File: src/rtl/mux_rr_nx1.sv
// N-to-1 channel mux with a one-entry registered output; fixed-select or round-robin grant.
// Optional transfer counter output enabled by defining MUX_RR_NX1_XFER_CNT_EN.
module mux_rr_nx1 #(
    parameter int WIDTH = 4,
    parameter int N     = 4,
    localparam int SEL_W = $clog2(N)
) (
    input  logic                 clk,
    input  logic                 rst_n,
    input  logic                 mode,
    input  logic [SEL_W-1:0]     sel,
    input  logic [N*WIDTH-1:0]   in_data,
    input  logic [N-1:0]         in_valid,
    output logic [N-1:0]         in_ready,
    output logic [WIDTH-1:0]     out_data,
    output logic                 out_valid,
    input  logic                 out_ready,
    output logic [SEL_W-1:0]     out_ch
`ifdef MUX_RR_NX1_XFER_CNT_EN
    ,
    output logic [15:0]          xfer_cnt
`endif
);

    logic             load_en_s;
    logic             grant_vld_s;
    logic [SEL_W-1:0] grant_idx_s;
    logic [SEL_W-1:0] cand_s;
    logic [SEL_W-1:0] ptr_r;
    logic             xfer_s;

    assign load_en_s = !out_valid || out_ready;
    assign xfer_s    = |in_ready;

    // Grant selection: fixed sel, or the first valid channel after ptr (wrapping, ptr last).
    always_comb begin
        grant_vld_s = 1'b0;
        grant_idx_s = '0;
        cand_s      = '0;
        if (mode == 1'b0) begin
            if ((32'(sel) < 32'(N)) && in_valid[sel]) begin
                grant_vld_s = 1'b1;
                grant_idx_s = sel;
            end else begin
                grant_vld_s = 1'b0;
            end
        end else begin
            // Walk farthest-first so the nearest valid channel after ptr overwrites last.
            for (int k = N; k >= 1; k--) begin
                cand_s = SEL_W'((32'(ptr_r) + 32'(k)) % 32'(N));
                if (in_valid[cand_s]) begin
                    grant_vld_s = 1'b1;
                    grant_idx_s = cand_s;
                end else begin
                    grant_vld_s = grant_vld_s;
                end
            end
        end
    end

    // One-hot ready toward the granted channel, only when the output register can load.
    always_comb begin
        in_ready = '0;
        for (int i = 0; i < N; i++) begin
            if (rst_n && load_en_s && grant_vld_s && (grant_idx_s == SEL_W'(i))) begin
                in_ready[i] = 1'b1;
            end else begin
                in_ready[i] = 1'b0;
            end
        end
    end

    // Output register and round-robin pointer.
    always_ff @(posedge clk) begin
        if (!rst_n) begin
            out_valid <= 1'b0;
            out_data  <= '0;
            out_ch    <= '0;
            ptr_r     <= SEL_W'(N - 1);
        end else if (xfer_s) begin
            out_data  <= in_data[grant_idx_s*WIDTH +: WIDTH];
            out_ch    <= grant_idx_s;
            out_valid <= 1'b1;
            if (mode) begin
                ptr_r <= grant_idx_s;
            end
        end else if (out_ready) begin
            out_valid <= 1'b0;
        end
    end

`ifdef MUX_RR_NX1_XFER_CNT_EN
    // Count completed output handshakes; wraps naturally at 16 bits.
    always_ff @(posedge clk) begin
        if (!rst_n) begin
            xfer_cnt <= 16'd0;
        end else if (out_valid && out_ready) begin
            xfer_cnt <= xfer_cnt + 16'd1;
        end
    end
`endif

endmodule

File: config.mk
export PLATFORM = sky130hd
export DESIGN_NAME = mux_rr_nx1
export DESIGN_NICKNAME = d
export VERILOG_FILES = /design/src/rtl/mux_rr_nx1.sv
export SDC_FILE = /design/constraint.sdc
export NUM_CORES = 1
export LEC_CHECK = 0
export ABC_AREA = 1
export BUFFER_PORTS_ARGS = -buffer_cell sky130_fd_sc_hd__buf_4
export CAP_MARGIN = 20
export CELL_PAD_IN_SITES_DETAIL_PLACEMENT = 2
export CELL_PAD_IN_SITES_GLOBAL_PLACEMENT = 2
export CORE_ASPECT_RATIO = 1.5
export CORE_MARGIN = 2
export CORE_UTILIZATION = 19
export DETAILED_ROUTE_END_ITERATION = 8
export GPL_TIMING_DRIVEN = 0
export PLACE_DENSITY_LB_ADDON = 0.1
export REMOVE_ABC_BUFFERS = 1
export SLEW_MARGIN = 20
export SYNTH_ARGS = -nofsm -noshare
export SYNTH_HDL_FRONTEND = slang
export SYNTH_SLANG_ARGS = --single-unit
File: constraint.sdc
create_clock -name clk -period 1.6 [get_ports clk]
set_input_delay 0.24 -clock clk [delete_from_list [all_inputs] [get_ports clk]]
set_output_delay 0.24 -clock clk [all_outputs]
set_load 0.05 [all_outputs]
==> results.toml, run 1 <==
[sta]
slew_headroom_pct = 72.0
hold_viol_final = 0
finClkSkew_ps = 1.85
hold-worst-slack_ps = 316
finalSetupViolations = 12
period_share_pct = 140
final.setup.tns_ps = -5250
finalMaxSlewViolations = 0
tightest_slew_ps = 420
rsz0062_at_grt = "true"
min_period_ps = 2250
finalWorstSetupSlack_ps = -646
maxClockFrequency_mhz = 445

[routing]
route.vias.total = 1153
drt.antenna.violating_nets = 0
drtPass1Iterations = 2
post_drt_via_cell_ratio = 4.65
detail_route.wl_per_cell_um = 13.7
initialDrtViolationCount = 8
finalWirelength_um = 3400
post-route-drc-count = 0

[synth]
synth_cells = 152
mappedNetlistArea_um2 = 840
async_reset_ff_share_pct = 0
yosys_warnings = 0
dominant_synthesized_flop_cell = "sky130_fd_sc_hd__dfxtp_1"
synthesis.area_per_instance_um2 = 5.52
synth_sequential_area_ratio_pct = 21.5
synth_cell_types = 19
synth-edff-count = 0
number_of_synthesized_register_bits = 9

[floorplanning]
initial_core_util_pct = 19.8
die-width_um = 58.3
area_of_the_die_um2 = 4980
die-height_um = 85.4
ports_placed_on_the_boundary = 37
std_cell_rows = 29
design.core.area_um2 = 4250

[run_status]
violations = "setup timing"
outcome = "complete, but fails checks"

[finish]
nFillCells = 530
mostFrequentLayoutCells = "sky130_fd_sc_hd__buf_4, sky130_fd_sc_hd__nand2_1, sky130_fd_sc_hd__inv_1, sky130_fd_sc_hd__nand3_1, sky130_fd_sc_hd__nor2_1"
final_cell_count_without_fillers = 248
multiInputGateArea_um2 = 629
antenna_cells_inserted = 0
post_route_cells_drive_above_1_share_pct = 44.1
flow.area_growth_from_synthesis_pct = 71.4
register_area_um2 = 185
final_common_cell = "sky130_fd_sc_hd__buf_4"
final_net_count = 229
final_core_util_pct = 33.9

[min_path]
hold_class = "input pin to flop"
worst_hold_path.num_cells = 3
hold-path-endpoint = "out_ch[0]"
hold_path.startpoint = "rst_n"

[clocking]
numCtsBuffers = 3
htree_levels = 1
cts-root-to-sink-buffers = 2
clock_pin_slew_reported_for_the_worst_setup_and_hold_paths_after_clock_tree_synthesis_ps = 50
numClockSinks = 9
ctsRootBufferMaster = "sky130_fd_sc_hd__clkbuf_8"
cts_tree = "done"
post_cts_hold_buffer_count = 0
clkLatencyLatePin_ps = 230

[global_routing]
number_of_global_route_vias_before_repair = 1247
antenna_found_initial = 0
grt_start_max_net_pins = 12
grtUsageTotal_pct = 14.4
globalRouteOverflowTotal = 0
grt_pass1_wl_um = 5600

[worst_setup_path]
worstPathCellList = "inv_8, nand2_4, nand2_2, and2_4, nand2_2, nand2_1, o211ai_1, nand2_1, nor2_4, inv_4, nor2_4, inv_2, nor2_2, buf_6"
setup.worst_path.end_class = "output pin"
cpMaxStageDelayCell = "sky130_fd_sc_hd__dfxtp_4"
startpoint_type = "flop"
cp.arrival_ps = 2010
ff2ff_setup_slack_ps = -410
critical_path_required_ps = 1360
timing.reg2reg.worst_path_depth = 15
criticalPathCategory = "flop to output pin"
biggest_fanout_along_the_worst_timing_path = 8
timing.critical_path.slowest_cell_delay_ps = 420
worstReg2RegStart = "ptr_r[0]"
reg2reg_to = "ptr_r[0]"

[pwr]
leakage_power_summed_over_all_cells_uw = 0.000774
irDropWorstVdd_v = 0.000530
power-per-cell-area_nw_per_um2 = 804

[placed_design]
place_ws_ps = -1100
placedCellCount = 228
place_congestion = 0.847
numPortBuffers = 36
dp_hpwl_um = 2560

[job]
max_cap_viol_count = 0
==> final cells by class <==
cell class	count	share of cell area, %
inverters	24	7.22
clock buffers	4	3.13
flip-flops and latches	9	12.9
multi-input cells	113	43.7
repair buffers	52	29.0
well taps	46	4.00
==> logic make-up after synthesis <==
| kind of cell | share of synthesized area (%) |
|---|---|
| compound gates | 11.6 |
| buf+inv | 17.6 |
| flops | 21.5 |
| simple gates | 49.3 |
==> routing by layer <==
layer  routed length, um  up-vias  GRT usage, %
li1                    -      572             -
met1                1220      557          14.1
met2                2060       22          29.9
met3                  98        2          2.90
met4                  16        0          1.27
met5                   0        -             0
==> sequential cells by signal, indices dropped and copies added, names as in the netlist <==
register,flops
out_valid,1
out_ch,2
out_data,4
ptr_r,2
==> how the worst max path moves through the flow <==
stage          slack, ps  startpoint  cells after the start          end
2_1_floorplan      -1150    ptr_r[0]                     11  in_ready[2]
3_3_place_gp        -990    ptr_r[0]                     14  in_ready[1]
3_5_place_dp       -1100    ptr_r[0]                     14  in_ready[0]
4_1_cts             -660    ptr_r[0]                     14  in_ready[1]
5_1_grt             -810    ptr_r[0]                     14  in_ready[1]
6_report            -650    ptr_r[0]                     14  in_ready[0]
==> per-stage QoR <==
| step | instance area, um2 | total power, uW |
|---|---|---|
| after global placement | 1110 | 737 |
| after global routing | 1440 | 1250 |
| after floorplan | 785 | 577 |
| final | 1440 | 1160 |
| after CTS | 1330 | 1110 |
| after detailed placement | 1110 | 755 |
==> worst max-delay path: cells and delay by family (launching register included) <==
| family | cells | cell delay (ps) |
|---|---|---|
| DFF | 1 | 420 |
| buffers and inverters | 4 | 350 |
| and+or+nand+nor | 9 | 840 |
| AOI/OAI and AO/OA | 1 | 150 |
==> cell usage after synthesis, types with 3 or more instances <==
library cell | instances | area share (%)
sky130_fd_sc_hd__nor2_1 | 14 | 6.3
sky130_fd_sc_hd__o21ai_1 | 3 | 1.8
sky130_fd_sc_hd__nand2_1 | 51 | 23
sky130_fd_sc_hd__nand4_1 | 3 | 2.2
sky130_fd_sc_hd__buf_6 | 4 | 5.4
sky130_fd_sc_hd__inv_1 | 23 | 10
sky130_fd_sc_hd__o21ai_0 | 5 | 3.0
sky130_fd_sc_hd__dfxtp_1 | 9 | 21
sky130_fd_sc_hd__nand3_1 | 17 | 10
sky130_fd_sc_hd__nand2_2 | 5 | 3.7
sky130_fd_sc_hd__a21oi_1 | 7 | 4.2
==> power by group <==
part           leakage (uW)  total (uW)  switching, uW  internal, uW
logic              0.000677         611            368           243
clock network     0.0000228         268           93.8           174
registers         0.0000742         279           26.1           253
total              0.000774        1160            488           669
==> repair_timing <==
| action | 4_1_cts | 5_1_grt |
|---|---|---|
| endpoints found under the setup margin | 13 | 12 |
| endpoints found under the hold margin | 0 | 0 |
| resized for setup | 26 | 21 |
| setup buffers | 13 | 3 |
| pin swaps | 6 | 5 |
No activity file was read; power rests on OpenSTA's default activity.
==> run 2, diff against run 1 <==
--- a/config.mk
+++ b/config.mk
@@ -21,3 +21,4 @@
 export SYNTH_ARGS = -nofsm -noshare
 export SYNTH_HDL_FRONTEND = slang
 export SYNTH_SLANG_ARGS = --single-unit
+export TNS_END_PERCENT = 30
==> results.toml, run 2 (same netlist as run 1, synthesis figures left out) <==
[run_status]
outcome = "complete, but fails checks"
violations = "setup timing"

[finish]
antenna_cells_inserted = 0
final_core_util_pct = 32.8
final_net_count = 229
largest_register_ff_count = 4
reg_top3 = "out_data (4), out_ch (2), ptr_r (2)"
mostFrequentLayoutCells = "sky130_fd_sc_hd__nand2_1, sky130_fd_sc_hd__buf_4, sky130_fd_sc_hd__inv_1, sky130_fd_sc_hd__nand3_1, sky130_fd_sc_hd__nor2_1"
flow.area_growth_from_synthesis_pct = 65.7
post_route_cells_drive_above_1_share_pct = 39.6
max_flop_register = "out_data"

[routing]
post_drt_via_cell_ratio = 4.57
drt.antenna.violating_nets = 0
route.vias.total = 1133
detail_route.wl_per_cell_um = 13.1
initialDrtViolationCount = 17
post-route-drc-count = 0
drtPass1Iterations = 2
finalWirelength_um = 3250

[worst_setup_path]
cpMaxStageDelayCell = "sky130_fd_sc_hd__dfxtp_4"
ff2ff_setup_slack_ps = -290
worstReg2RegStart = "ptr_r[0]"
timing.critical_path.slowest_cell_delay_ps = 420
biggest_fanout_along_the_worst_timing_path = 8
worstPathCellList = "inv_8, nand2_4, nand2_2, and2_4, nand2_2, nand2_1, o211ai_1, nand2_1, nor2_4, inv_4, nor2_4, inv_2, nor2_2, buf_6"
criticalPathCategory = "flop to output pin"
startpoint_type = "flop"
critical_path_required_ps = 1360
worst_setup_path_startpoint = "ptr_r[0]"
cp.arrival_ps = 1970
setup.worst_path.end_class = "output pin"

[clocking]
ctsRootBufferMaster = "sky130_fd_sc_hd__clkbuf_8"
cts_tree = "done"
cts-root-to-sink-buffers = 2
numCtsBuffers = 3
numClockSinks = 9
clkLatencyLatePin_ps = 230
post_cts_hold_buffer_count = 0
htree_levels = 1
clock_pin_slew_reported_for_the_worst_setup_and_hold_paths_after_clock_tree_synthesis_ps = 50

[pwr]
leakage_power_summed_over_all_cells_uw = 0.000772
power-per-cell-area_nw_per_um2 = 812
irDropWorstVdd_v = 0.000509

[placed_design]
place_ws_ps = -1100
numPortBuffers = 36
dp_hpwl_um = 2560
place_congestion = 0.847

[job]
max_cap_viol_count = 0

[min_path]
hold_path.startpoint = "rst_n"
hold_class = "input pin to flop"

[sta]
hold_viol_final = 0
slew_headroom_pct = 72.2
maxClockFrequency_mhz = 452
min_period_ps = 2210
tightest_slew_ps = 416
period_share_pct = 138
finalWorstSetupSlack_ps = -612
finalSetupViolations = 12
finalMaxSlewViolations = 0
rsz0062_at_grt = "true"
finClkSkew_ps = 5.27

[floorplanning]
ports_placed_on_the_boundary = 37
area_of_the_die_um2 = 4980
die-height_um = 85.4
initial_core_util_pct = 19.8
die-width_um = 58.3
std_cell_rows = 29
design.core.area_um2 = 4250

[global_routing]
globalRouteOverflowTotal = 0
grt_start_max_net_pins = 12
number_of_global_route_vias_before_repair = 1246
grtUsageTotal_pct = 13.3
antenna_found_initial = 0
grt_pass1_wl_um = 5330
==> run 2: cell count changes in the layout (fill, tap and decap cells not counted), moves of 2 or more <==
cell                      change
sky130_fd_sc_hd__a21oi_1      +3
sky130_fd_sc_hd__a21oi_2      -3
sky130_fd_sc_hd__buf_6        +2
sky130_fd_sc_hd__nand3_1      +2
sky130_fd_sc_hd__nand3_2      -2
sky130_fd_sc_hd__nor2_1       +2
sky130_fd_sc_hd__nor2_2       -2
sky130_fd_sc_hd__o21ai_4      -2
==> run 2: layer usage <==
metal,wire (um),up-vias,global-route usage (%)
li1,-,571,-
met3,89,0,1.52
met2,1970,20,28.4
met4,0,0,1.27
met5,0,-,0
met1,1190,542,13.2
==> run 2: what timing repair did <==
item                       in CTS  in global routing
pin swaps                       6                  7
buffers inserted               10                  6
setup endpoints to repair      13                 12
gates resized for setup        25                 10
==> run 2: worst paths after layout <==
check | cells after the start | to
worst min-delay path | 3 | out_valid
worst max register to register | 13 | ptr_r[0]
worst max-delay path | 14 | in_ready[0]
worst min register to register | 2 | out_data[1]
==> run 2: through the flow <==
step                      cells  TNS, ps  cell area [um2]  power, uW  hold WS, ps
after floorplan             146    -4710              785        577          366
after global placement      228    -7650             1110        737          468
after detailed placement    228    -9010             1110        755          487
after global routing        248    -5970             1390       1220          340
after CTS                   242    -4450             1310       1100          322
final                       248    -4180             1390       1130          318
==> run 2: report_power, final <==
part / switching, uW / total [uW] / internal (uW)
logic: 356 / 593 / 238
registers: 24.3 / 277 / 253
clock network: 85.7 / 259 / 173
==> run 2: area by class of cell <==
cell class,instances,area [um2]
Fill cell,534,2850
Inverter,24,104
Tap cell,46,57.6
Clock buffer,4,45.0
Timing Repair Buffer,52,413
Sequential cell,9,185
Multi-Input combinational cell,113,587
==> run 2: critical path: cells and delay by family (launching register included) <==
kind	cells	cell delay [ps]
and+or+nand+nor	9	810
buffers and inverters	4	340
DFF	1	420
AOI/OAI and AO/OA	1	150
